===== src/rtl/wb_cfg_initiator.sv =====
// Wishbone classic single-transfer initiator: each accepted command becomes one bus cycle and one response pulse.
// Build option: define WB_CFG_TIMEOUT_EN to include the ack timeout counter and the rsp_err path.

module wb_cfg_initiator #(
    parameter int unsigned ADDR_W  = 32,
    parameter int unsigned DATA_W  = 32,
    parameter int unsigned TIMEOUT = 255
) (
    input  logic                wb_clk_i,
    input  logic                wb_rstn_i,
    input  logic                cmd_valid,
    output logic                cmd_ready,
    input  logic                cmd_we,
    input  logic [ADDR_W-1:0]   cmd_addr,
    input  logic [DATA_W-1:0]   cmd_wdata,
    input  logic [DATA_W/8-1:0] cmd_sel,
    output logic                rsp_valid,
    output logic [DATA_W-1:0]   rsp_rdata,
    output logic                rsp_err,
    output logic                wbm_cyc_o,
    output logic                wbm_stb_o,
    output logic                wbm_we_o,
    output logic [ADDR_W-1:0]   wbm_adr_o,
    output logic [DATA_W-1:0]   wbm_dat_o,
    output logic [DATA_W/8-1:0] wbm_sel_o,
    input  logic [DATA_W-1:0]   wbm_dat_i,
    input  logic                wbm_ack_i
);

    if ((DATA_W % 8) != 0) begin : g_bad_data_w
        $error("wb_cfg_initiator: DATA_W must be a multiple of 8");
    end
    if ((TIMEOUT < 1) || (TIMEOUT > 65535)) begin : g_bad_timeout
        $error("wb_cfg_initiator: TIMEOUT must be in 1..65535");
    end

    typedef enum logic [1:0] {
        S_IDLE,
        S_BUS,
        S_RESP
    } state_t;

    state_t r_state;
    state_t w_next;
    logic   w_hs;
    logic   w_timeout;
    logic   w_done;

    assign w_hs   = cmd_valid & cmd_ready;
    assign w_done = (r_state == S_BUS) && (wbm_ack_i || w_timeout);

`ifdef WB_CFG_TIMEOUT_EN
    logic [15:0] r_cnt;

    // Counter is zeroed while idle, so it reads k-1 on the k-th edge spent in BUS.
    always_ff @(posedge wb_clk_i) begin
        if (!wb_rstn_i) begin
            r_cnt <= '0;
        end else if (r_state == S_BUS) begin
            r_cnt <= r_cnt + 16'd1;
        end else begin
            r_cnt <= '0;
        end
    end

    assign w_timeout = (r_state == S_BUS) && (r_cnt == 16'(TIMEOUT - 1));
`else
    assign w_timeout = 1'b0;
`endif

    always_comb begin
        w_next = r_state;
        case (r_state)
            S_IDLE:  if (w_hs) w_next = S_BUS;
            S_BUS:   if (wbm_ack_i || w_timeout) w_next = S_RESP;
            S_RESP:  w_next = S_IDLE;
            default: w_next = S_IDLE;
        endcase
    end

    // Handshake and bus strobes are registered from the next state to keep every output a flop.
    always_ff @(posedge wb_clk_i) begin
        if (!wb_rstn_i) begin
            r_state   <= S_IDLE;
            cmd_ready <= 1'b1;
            rsp_valid <= 1'b0;
            rsp_rdata <= '0;
            rsp_err   <= 1'b0;
            wbm_cyc_o <= 1'b0;
            wbm_stb_o <= 1'b0;
            wbm_we_o  <= 1'b0;
            wbm_adr_o <= '0;
            wbm_dat_o <= '0;
            wbm_sel_o <= '0;
        end else begin
            r_state   <= w_next;
            cmd_ready <= (w_next == S_IDLE);
            rsp_valid <= (w_next == S_RESP);
            wbm_cyc_o <= (w_next == S_BUS);
            wbm_stb_o <= (w_next == S_BUS);
            if (w_hs) begin
                wbm_we_o  <= cmd_we;
                wbm_adr_o <= cmd_addr;
                wbm_dat_o <= cmd_wdata;
                wbm_sel_o <= cmd_sel;
            end
            // Ack takes priority over a coincident timeout.
            if (w_done) begin
                rsp_err   <= !wbm_ack_i;
                rsp_rdata <= (wbm_ack_i && !wbm_we_o) ? wbm_dat_i : '0;
            end
        end
    end

endmodule


===== config.mk =====
export PLATFORM = sky130hd
export DESIGN_NAME = wb_cfg_initiator
export DESIGN_NICKNAME = d
export VERILOG_FILES = /design/src/rtl/wb_cfg_initiator.sv
export SDC_FILE = /design/constraint.sdc
export NUM_CORES = 1
export LEC_CHECK = 0
export ABC_AREA = 1
export CORE_AREA = 2 2 99 101
export CTS_BUF_LIST = sky130_fd_sc_hd__clkbuf_8
export DETAILED_ROUTE_END_ITERATION = 10
export DIE_AREA = 0 0 101 103
export PLACE_DENSITY_LB_ADDON = 0.12
export SYNTH_ARGS = -nofsm -noshare
export SYNTH_HDL_FRONTEND = slang
export SYNTH_SLANG_ARGS = --single-unit
export TNS_END_PERCENT = 20

===== constraint.sdc =====
create_clock -name wb_clk_i -period 2.8 [get_ports wb_clk_i]
set_clock_uncertainty 0.2 [all_clocks]
set_input_delay 0.28 -clock wb_clk_i [delete_from_list [all_inputs] [get_ports wb_clk_i]]
set_output_delay 0.28 -clock wb_clk_i [all_outputs]
set_load 0.005 [all_outputs]

==> flow_metrics.py, run 1 <==
metrics = {
    "yosys": {
        "synth_top_area_share": 0.528,
        "synthesis.nets": 682,
        "post_syn_instances": 577,
        "synth_seq_cells": 107,
        "synth_top_cells_by_area": "sky130_fd_sc_hd__dfxtp_1, sky130_fd_sc_hd__nor2_1, sky130_fd_sc_hd__o21ai_0",
        "synth_cell_types": 16,
        "synthDominantAreaCellType": "sky130_fd_sc_hd__dfxtp_1",
        "ys_warn_count": 0,
        "avgSynthCellArea_sq_um": 7.03,
        "mappedNetlistArea_sq_um": 4050,
        "synth_seq_area_share": 0.528,
    },
    "floorplanning": {
        "die_area_sq_um": 10400,
        "fp.coreArea_sq_um": 9460,
        "dieWidth_um": 101,
        "initial_utilization": 0.429,
        "dieHeight_um": 103,
        "boundary_pins": 211,
        "row_count": 36,
    },
    "worst_hold_path": {
        "holdCritPathClass": "flop to flop",
        "hold_start": "rsp_err",
    },
    "cts": {
        "tritoncts": "done",
        "h-tree-depth": 3,
        "clkLatencyLatePin_ns": 0.36,
        "cts.root.buffer_cell": "sky130_fd_sc_hd__clkbuf_8",
        "number_of_buffers_inserted_during_clock_tree_synthesis": 9,
        "post_cts_buffers": 0,
        "number_of_instances_resized_during_post_cts_repair": 0,
        "postCtsHoldBufs": 0,
        "clkTransAtPathRegs_ns": 0.11,
        "ctsLongestPathBuffers": 2,
        "numClockSinks": 107,
    },
    "route": {
        "detailroute.via_count": 3999,
        "drt-initial-drc-count": 112,
        "remaining_routing_drc_violations": 0,
        "final_antenna_net_count": 0,
        "firstDrtPassIters": 4,
        "wl_per_cell_um": 12.1,
        "detail_route.vias_per_cell": 4.50,
        "route.final.wire_length_mm": 10.7,
    },
    "placement": {
        "placed_cells_incl_taps": 872,
        "placed_cell_area_sq_um": 6190,
        "dp_hpwl_mm": 7.64,
        "routabilityCongestion": 0.790,
        "portBuffers": 210,
    },
    "power": {
        "swShare": 0.266,
        "peakVddDrop_mv": 0.266,
        "switchingPower_mw": 0.880,
        "power_per_cell_area_nw_per_um2": 519,
        "p_leak_nw": 2.83,
        "clock_power_share": 0.263,
        "power.share.sequential": 0.517,
        "combinational_power_share": 0.221,
        "p_total_mw": 3.31,
        "internal_power_consumption_mw": 2.43,
    },
    "timing": {
        "setup-tns-final_ns": 0,
        "finalSetupViolations": 0,
        "maxClockFrequency_mhz": 497,
        "worst_slew_margin_rel": 0.525,
        "hold_violations": 0,
        "rsz0062_at_grt": "false",
        "final_min_period_over_clock_period": 0.719,
        "fin_crit_ns": 2.01,
        "final-max-slew-violation-count": 0,
        "worstMarginPinSlew_ns": 0.712,
    },
    "run_status": {
        "result_of_the_run": "finished clean",
    },
    "cells_and_area": {
        "instances_no_fill": 888,
        "antenna-diode-count": 0,
        "fin_area_sq_um": 6370,
        "drive_gt1_frac": 0.0336,
        "fin_util": 0.673,
        "area_growth_syn_to_layout_pct": 57.0,
        "design.final.nets": 874,
        "fill_cells": 815,
    },
    "worst_setup_path": {
        "worstPathMaxFanout": 28,
        "critical_path.startpoint": "wbm_we_o",
        "launch_instance_of_the_worst_register_to_register_path": "cmd_ready",
        "setup.worst_path.class": "flop to output port",
        "critical_path.endpoint_type": "output port",
        "timing.critical_path.from_type": "flop",
        "worst-endpoint-arrival_ns": 1.53,
        "crit_required_ns": 2.32,
    },
    "global_route": {
        "antenna_found_initial": 0,
        "grt_util_all_layers": 0.197,
        "grt.overflow.total": 0,
        "grt_first_pass_wirelength_mm": 16.2,
        "largest_net_degree_at_the_start_of_global_routing": 71,
        "grt_pass1_vias": 3533,
    },
    "job": {
        "maximum_capacitance_violations": 0,
    },
}
final timing paths:
kind / endpoint / slack [ns] / depth (start not counted)
setup / recovery: wbm_we_o / 0.79 / 2
hold / removal: rsp_err / 0.24 / 2
setup reg to reg: wbm_adr_o[3] / 1.33 / 4
hold reg to reg: rsp_err / 0.24 / 2
per-layer routing:
| metal | routed length [um] | track usage | vias to the layer above |
|---|---|---|---|
| met5 | 0 | 0 | - |
| met4 | 208 | 0.0800 | 0 |
| met3 | 890 | 0.0678 | 14 |
| met2 | 5300 | 0.354 | 142 |
| met1 | 4350 | 0.214 | 1734 |
| li1 | - | - | 2109 |
sequential cells by signal (all words and copies together) (netlist names):
name / flops
rsp_err: 1
wbm_dat_o: 32
wbm_we_o: 1
rsp_rdata: 32
rsp_valid: 1
r_state: 2
wbm_adr_o: 32
wbm_stb_o: 1
wbm_sel_o: 4
cmd_ready: 1
synth_stat cells, drive strengths merged:
library cell	count
a21oi	1
buf	25
clkbuf	10
dfxtp	107
inv	55
nand2	74
nand3	2
nor2	233
o21ai	69
or2	1
cell type report:
type | instances | area, sq um | share of cell area
repair buffers | 216 | 2170 | 0.340
flip-flops and latches | 107 | 2140 | 0.336
multi-input cells | 380 | 1530 | 0.240
inverters | 55 | 206 | 0.0324
well taps | 114 | 143 | 0.0224
clock buffers | 10 | 138 | 0.0216
clock inverters | 6 | 41.3 | 0.00649
metrics by stage:
| stage | setup WS, ns | hold slack, ns |
|---|---|---|
| after floorplan | 1.57 | 0.231 |
| after global placement | 0.947 | 0.221 |
| after detailed placement | 0.933 | 0.230 |
| after CTS | 0.773 | 0.246 |
| after global routing | 0.708 | 0.274 |
| final | 0.787 | 0.244 |
cell families (layout without fill, tap and decap cells):
logic type / Yosys count / in the layout / synth area share
DFF: 107 / 107 / 0.528
and+or+nand+nor: 310 / 310 / 0.291
buffers and inverters: 90 / 287 / 0.0944
AOI/OAI and AO/OA: 70 / 70 / 0.0864
critical path, cell delays in order, from the launching register on:
cell and delay, ns:
sky130_fd_sc_hd__dfxtp_1 0.32, sky130_fd_sc_hd__buf_4 0.28, sky130_fd_sc_hd__clkdlybuf4s50_1 0.56
cell usage in the layout, fill, tap and decap left out, types with 2 or more instances in the layout:
cell type,synthesis,final
sky130_fd_sc_hd__buf_4,3,4
sky130_fd_sc_hd__clkdlybuf4s50_1,0,209
sky130_fd_sc_hd__buf_12,0,2
sky130_fd_sc_hd__o21ai_0,69,69
sky130_fd_sc_hd__inv_6,0,2
sky130_fd_sc_hd__nand2_1,73,73
sky130_fd_sc_hd__nor2_1,232,232
sky130_fd_sc_hd__dfxtp_1,107,107
sky130_fd_sc_hd__inv_1,53,55
sky130_fd_sc_hd__clkbuf_8,0,10
sky130_fd_sc_hd__inv_2,2,2
power groups by stage:
stage / Combinational (mW) / Sequential, mW / Clock [mW]
after global routing: 0.810 / 1.72 / 0.965
after CTS: 0.738 / 1.71 / 0.891
final: 0.729 / 1.71 / 0.868
after global placement: 0.720 / 1.74 / 0
after floorplan: 0.282 / 1.75 / 0
after detailed placement: 0.734 / 1.74 / 0
Power figures use the tool's default switching activity.
==> run 2: changes to the inputs <==
- CORE_AREA: 2 2 99 101 -> 2 2 103 105
- DIE_AREA: 0 0 101 103 -> 0 0 105 107
- clock period: 2.8 -> 2 ns (I/O delays scaled with it)
==> flow_metrics.py, run 2 (synthesis gave the netlist of run 1 again) <==
metrics = {
    "run_status": {
        "result_of_the_run": "finished clean",
    },
    "global_route": {
        "grt_first_pass_wirelength_mm": 17.6,
        "grt_pass1_vias": 3821,
        "largest_net_degree_at_the_start_of_global_routing": 71,
        "grt_util_all_layers": 0.193,
        "grt.overflow.total": 0,
        "antenna_found_initial": 0,
    },
    "cts": {
        "postCtsHoldBufs": 0,
        "numClockSinks": 107,
        "number_of_buffers_inserted_during_clock_tree_synthesis": 9,
        "clkLatencyLatePin_ns": 0.35,
        "cts.root.buffer_cell": "sky130_fd_sc_hd__clkbuf_8",
        "tritoncts": "done",
        "number_of_instances_resized_during_post_cts_repair": 0,
        "ctsLongestPathBuffers": 2,
        "clkTransAtPathRegs_ns": 0.10,
        "h-tree-depth": 3,
        "post_cts_buffers": 0,
    },
    "timing": {
        "worstMarginPinSlew_ns": 0.589,
        "worst_slew_margin_rel": 0.607,
        "hold_violations": 0,
        "finalSetupViolations": 0,
        "maxClockFrequency_mhz": 600,
        "whs_ns": 0.0775,
        "setup-tns-final_ns": 0,
        "final-max-slew-violation-count": 0,
        "final_min_period_over_clock_period": 0.834,
        "rsz0062_at_grt": "false",
        "fin_crit_ns": 1.67,
    },
    "placement": {
        "routabilityCongestion": 0.760,
        "portBuffers": 210,
        "placed_cells_incl_taps": 897,
        "placed_cell_area_sq_um": 6250,
        "dp_hpwl_mm": 7.90,
    },
    "worst_setup_path": {
        "setup.worst_path.class": "flop to output port",
        "reg2reg_slack_ns": 0.52,
        "worst-r2r-cell-count": 4,
        "critical_path.top_delay_family": "buffers and inverters",
        "timing.critical_path.from_type": "flop",
        "timing.critical_path.buf_inv": 1,
        "critical_path.startpoint": "wbm_we_o",
        "launch_instance_of_the_worst_register_to_register_path": "cmd_ready",
        "critical_path.cell_chain": "clkdlybuf4s50_1",
        "critical-path-slowest-cell": "sky130_fd_sc_hd__clkdlybuf4s50_1",
        "critical_path.endpoint_type": "output port",
        "crit_required_ns": 1.60,
        "max_stage_delay_ns": 0.52,
        "worstPathMaxFanout": 3,
        "worst-endpoint-arrival_ns": 1.27,
        "timing.critical_path.depth": 1,
    },
    "route": {
        "wl_per_cell_um": 11.9,
        "firstDrtPassIters": 4,
        "route.final.wire_length_mm": 10.9,
        "drt-initial-drc-count": 114,
        "detail_route.vias_per_cell": 4.37,
        "detailroute.via_count": 3989,
        "remaining_routing_drc_violations": 0,
        "final_antenna_net_count": 0,
    },
    "floorplanning": {
        "boundary_pins": 211,
        "row_count": 37,
        "dieHeight_um": 107,
        "dieWidth_um": 105,
        "initial_utilization": 0.402,
        "die_area_sq_um": 11200,
        "fp.coreArea_sq_um": 10100,
    },
    "cells_and_area": {
        "instances_no_fill": 913,
        "drive_gt1_frac": 0.0399,
        "largest_registers": "rsp_rdata x32, wbm_adr_o x32, wbm_dat_o x32",
        "antenna-diode-count": 0,
        "design.final.nets": 877,
        "layout.cells.most_common": "sky130_fd_sc_hd__nor2_1",
        "fin_util": 0.644,
        "most_frequent_cells_in_the_layout": "sky130_fd_sc_hd__nor2_1, sky130_fd_sc_hd__clkdlybuf4s50_1, sky130_fd_sc_hd__dfxtp_1",
        "area_growth_syn_to_layout_pct": 60.2,
        "fin_area_sq_um": 6490,
    },
    "job": {
        "maximum_capacitance_violations": 0,
    },
    "worst_hold_path": {
        "holdCritPathClass": "input pin to flop",
        "hold_start": "wb_rstn_i",
        "timing.hold.worst_path_depth": 3,
    },
    "power": {
        "p_leak_nw": 2.88,
        "power_per_cell_area_nw_per_um2": 770,
        "peakVddDrop_mv": 0.596,
    },
}
run 2: cell count changes in the layout (fill, tap and decap cells not counted):
cell | before | now
sky130_fd_sc_hd__bufinv_16 | 0 | 3
sky130_fd_sc_hd__clkbuf_8 | 10 | 9
sky130_fd_sc_hd__buf_12 | 2 | 3
sky130_fd_sc_hd__buf_4 | 4 | 6
sky130_fd_sc_hd__clkinv_2 | 0 | 1
sky130_fd_sc_hd__clkinvlp_4 | 1 | 0
sky130_fd_sc_hd__inv_1 | 55 | 53
run 2: final cells by class:
class,count,area [sq um]
fill,923,3600
timing repair buffer,219,2200
sequential,107,2140
multi-input combinational,380,1530
inverter,55,206
tap,136,170
clock buffer,9,124
clock inverter,7,121
run 2: final timing paths:
path                    to
min reg2reg        rsp_err
max               wbm_we_o
max reg2reg  wbm_dat_o[16]
min          rsp_rdata[14]
run 2: worst register-to-register path: stages (launching register included):
cell and delay [ns]:
sky130_fd_sc_hd__dfxtp_1 0.34, sky130_fd_sc_hd__nand2_2 0.07, sky130_fd_sc_hd__buf_4 0.46, sky130_fd_sc_hd__o21ai_0 0.21
sky130_fd_sc_hd__nor2_1 0.13
run 2: power breakdown:
part | switching (mW) | total (mW) | internal, mW
logic | 0.422 | 1.03 | 0.610
clock network | 0.739 | 1.58 | 0.841
registers | 0.0870 | 2.39 | 2.30
run 2: per-stage QoR:
stage          setup slack, ns  power, mW
5_1_grt                  0.267       5.28
6_report                 0.332       5.00
2_1_floorplan            0.765       2.85
4_1_cts                  0.310       5.08
3_5_place_dp             0.204       3.48
3_3_place_gp             0.262       3.46
run 2: layer usage:
metal | wire length, um | up-vias | track usage
li1 | - | 2111 | -
met1 | 4310 | 1727 | 0.203
met3 | 1120 | 19 | 0.0906
met5 | 0 | - | 0
met2 | 5210 | 132 | 0.340
met4 | 253 | 0 | 0.0676
==> run 3: changes to the inputs <==
- CORE_AREA: 2 2 103 105 -> 2 2 108 110
- DIE_AREA: 0 0 105 107 -> 0 0 110 112
- clock period: 2 -> 1.5 ns (I/O delays scaled with it)
==> flow_metrics.py, run 3 (synthesis gave the netlist of run 1 again) <==
metrics = {
    "cells_and_area": {
        "fin_util": 0.579,
        "largest_registers": "rsp_rdata x32, wbm_adr_o x32, wbm_dat_o x32",
        "area_growth_syn_to_layout_pct": 59.5,
        "most_frequent_cells_in_the_layout": "sky130_fd_sc_hd__nor2_1, sky130_fd_sc_hd__dlygate4sd2_1, sky130_fd_sc_hd__clkdlybuf4s50_1",
        "drive_gt1_frac": 0.101,
        "design.final.nets": 882,
        "layout.cells.most_common": "sky130_fd_sc_hd__nor2_1",
        "antenna-diode-count": 0,
        "instances_no_fill": 925,
    },
    "floorplanning": {
        "fp.coreArea_sq_um": 11200,
        "die_area_sq_um": 12300,
        "initial_utilization": 0.363,
        "dieWidth_um": 110,
        "row_count": 39,
        "dieHeight_um": 112,
        "boundary_pins": 211,
    },
    "power": {
        "p_total_mw": 6.22,
        "power_per_cell_area_nw_per_um2": 961,
        "p_leak_nw": 3.31,
        "peakVddDrop_mv": 0.456,
    },
    "worst_setup_path": {
        "worst-endpoint-arrival_ns": 1.47,
        "critical_path.endpoint_type": "flop",
        "worstPathMaxFanout": 24,
        "crit_required_ns": 1.60,
        "setup.worst_path.class": "input pin to flop",
        "timing.critical_path.from_type": "input pin",
    },
    "route": {
        "detail_route.vias_per_cell": 4.38,
        "firstDrtPassIters": 4,
        "route.final.wire_length_mm": 11.3,
        "drt-initial-drc-count": 212,
        "remaining_routing_drc_violations": 0,
        "final_antenna_net_count": 0,
        "wl_per_cell_um": 12.2,
        "detailroute.via_count": 4047,
    },
    "timing": {
        "final_min_period_over_clock_period": 0.912,
        "whs_ns": 0.186,
        "fin_crit_ns": 1.37,
        "post-route-worst-setup-slack_ns": 0.133,
        "worst_slew_margin_rel": 0.806,
        "worstMarginPinSlew_ns": 0.291,
        "rsz0062_at_grt": "false",
        "finalSetupViolations": 0,
        "hold_violations": 0,
        "maxClockFrequency_mhz": 731,
        "final-max-slew-violation-count": 0,
    },
    "cts": {
        "post_cts_buffers": 0,
        "ctsLongestPathBuffers": 2,
        "h-tree-depth": 3,
        "clkTransAtPathRegs_ns": 0.09,
        "cts.root.buffer_cell": "sky130_fd_sc_hd__clkbuf_8",
        "number_of_buffers_inserted_during_clock_tree_synthesis": 9,
        "clkLatencyLatePin_ns": 0.36,
        "numClockSinks": 107,
        "tritoncts": "done",
    },
    "placement": {
        "dp_hpwl_mm": 8.15,
        "routabilityCongestion": 0.731,
        "portBuffers": 210,
        "placed_cells_incl_taps": 908,
        "post-place-ws_ns": -0.0315,
    },
    "global_route": {
        "grt_pass1_vias": 3825,
        "antenna_found_initial": 0,
        "grt.overflow.total": 0,
        "grt_util_all_layers": 0.185,
        "grt_first_pass_wirelength_mm": 17.9,
        "largest_net_degree_at_the_start_of_global_routing": 71,
    },
    "job": {
        "maximum_capacitance_violations": 0,
    },
    "run_status": {
        "result_of_the_run": "finished clean",
    },
    "worst_hold_path": {
        "holdCritPathClass": "input pin to flop",
    },
}
==> run 3: final timing paths <==
check              startpoint            end  slack [ns]  depth (start not counted)
setup reg to reg     wbm_we_o  rsp_rdata[12]        0.29                          4
hold reg to reg       rsp_err        rsp_err        0.24                          2
hold / removal    cmd_addr[4]   wbm_adr_o[4]        0.19                          3
setup / recovery    wb_rstn_i  wbm_adr_o[19]        0.13                          5
==> run 3: worst max-delay path: stages <==
cell                            delay [ns]
sky130_fd_sc_hd__dlygate4sd3_1        0.51
sky130_fd_sc_hd__buf_2                0.27
sky130_fd_sc_hd__buf_4                0.30
sky130_fd_sc_hd__o21ai_0              0.14
sky130_fd_sc_hd__nor2_1               0.10
==> run 3: stage by stage <==
step | setup TNS [ns] | cell area [sq um]
2_1_floorplan | 0 | 4050
3_3_place_gp | -0.0756 | 6340
3_5_place_dp | -0.0534 | 6340
4_1_cts | 0 | 6470
5_1_grt | 0 | 6470
6_report | 0 | 6470
==> run 3: area by class of cell <==
class	count	area [sq um]
clock inverters	6	56.3
repair buffers	224	2160
multi-input cells	380	1530
well taps	143	179
fillers	1059	4710
clock buffers	10	138
inverters	55	206
flip-flops and latches	107	2200
==> run 3: where the power goes <==
part	switching, mW	internal (mW)
registers	0.108	3.09
logic	0.573	0.691
clock network	0.948	0.808
total	1.63	4.59
==> run 3: metal layers <==
metal,track usage,up-vias,wire length (um)
li1,-,2121,-
met1,0.207,1771,4540
met2,0.306,138,5380
met3,0.0761,17,1100
met4,0.0743,0,275
met5,0,-,0
==> run 3: what timing repair did <==
action	CTS	global route
endpoints found under the hold margin	10	0
hold buffers	1	0
resized for setup	152	0
setup endpoints to repair	106	0
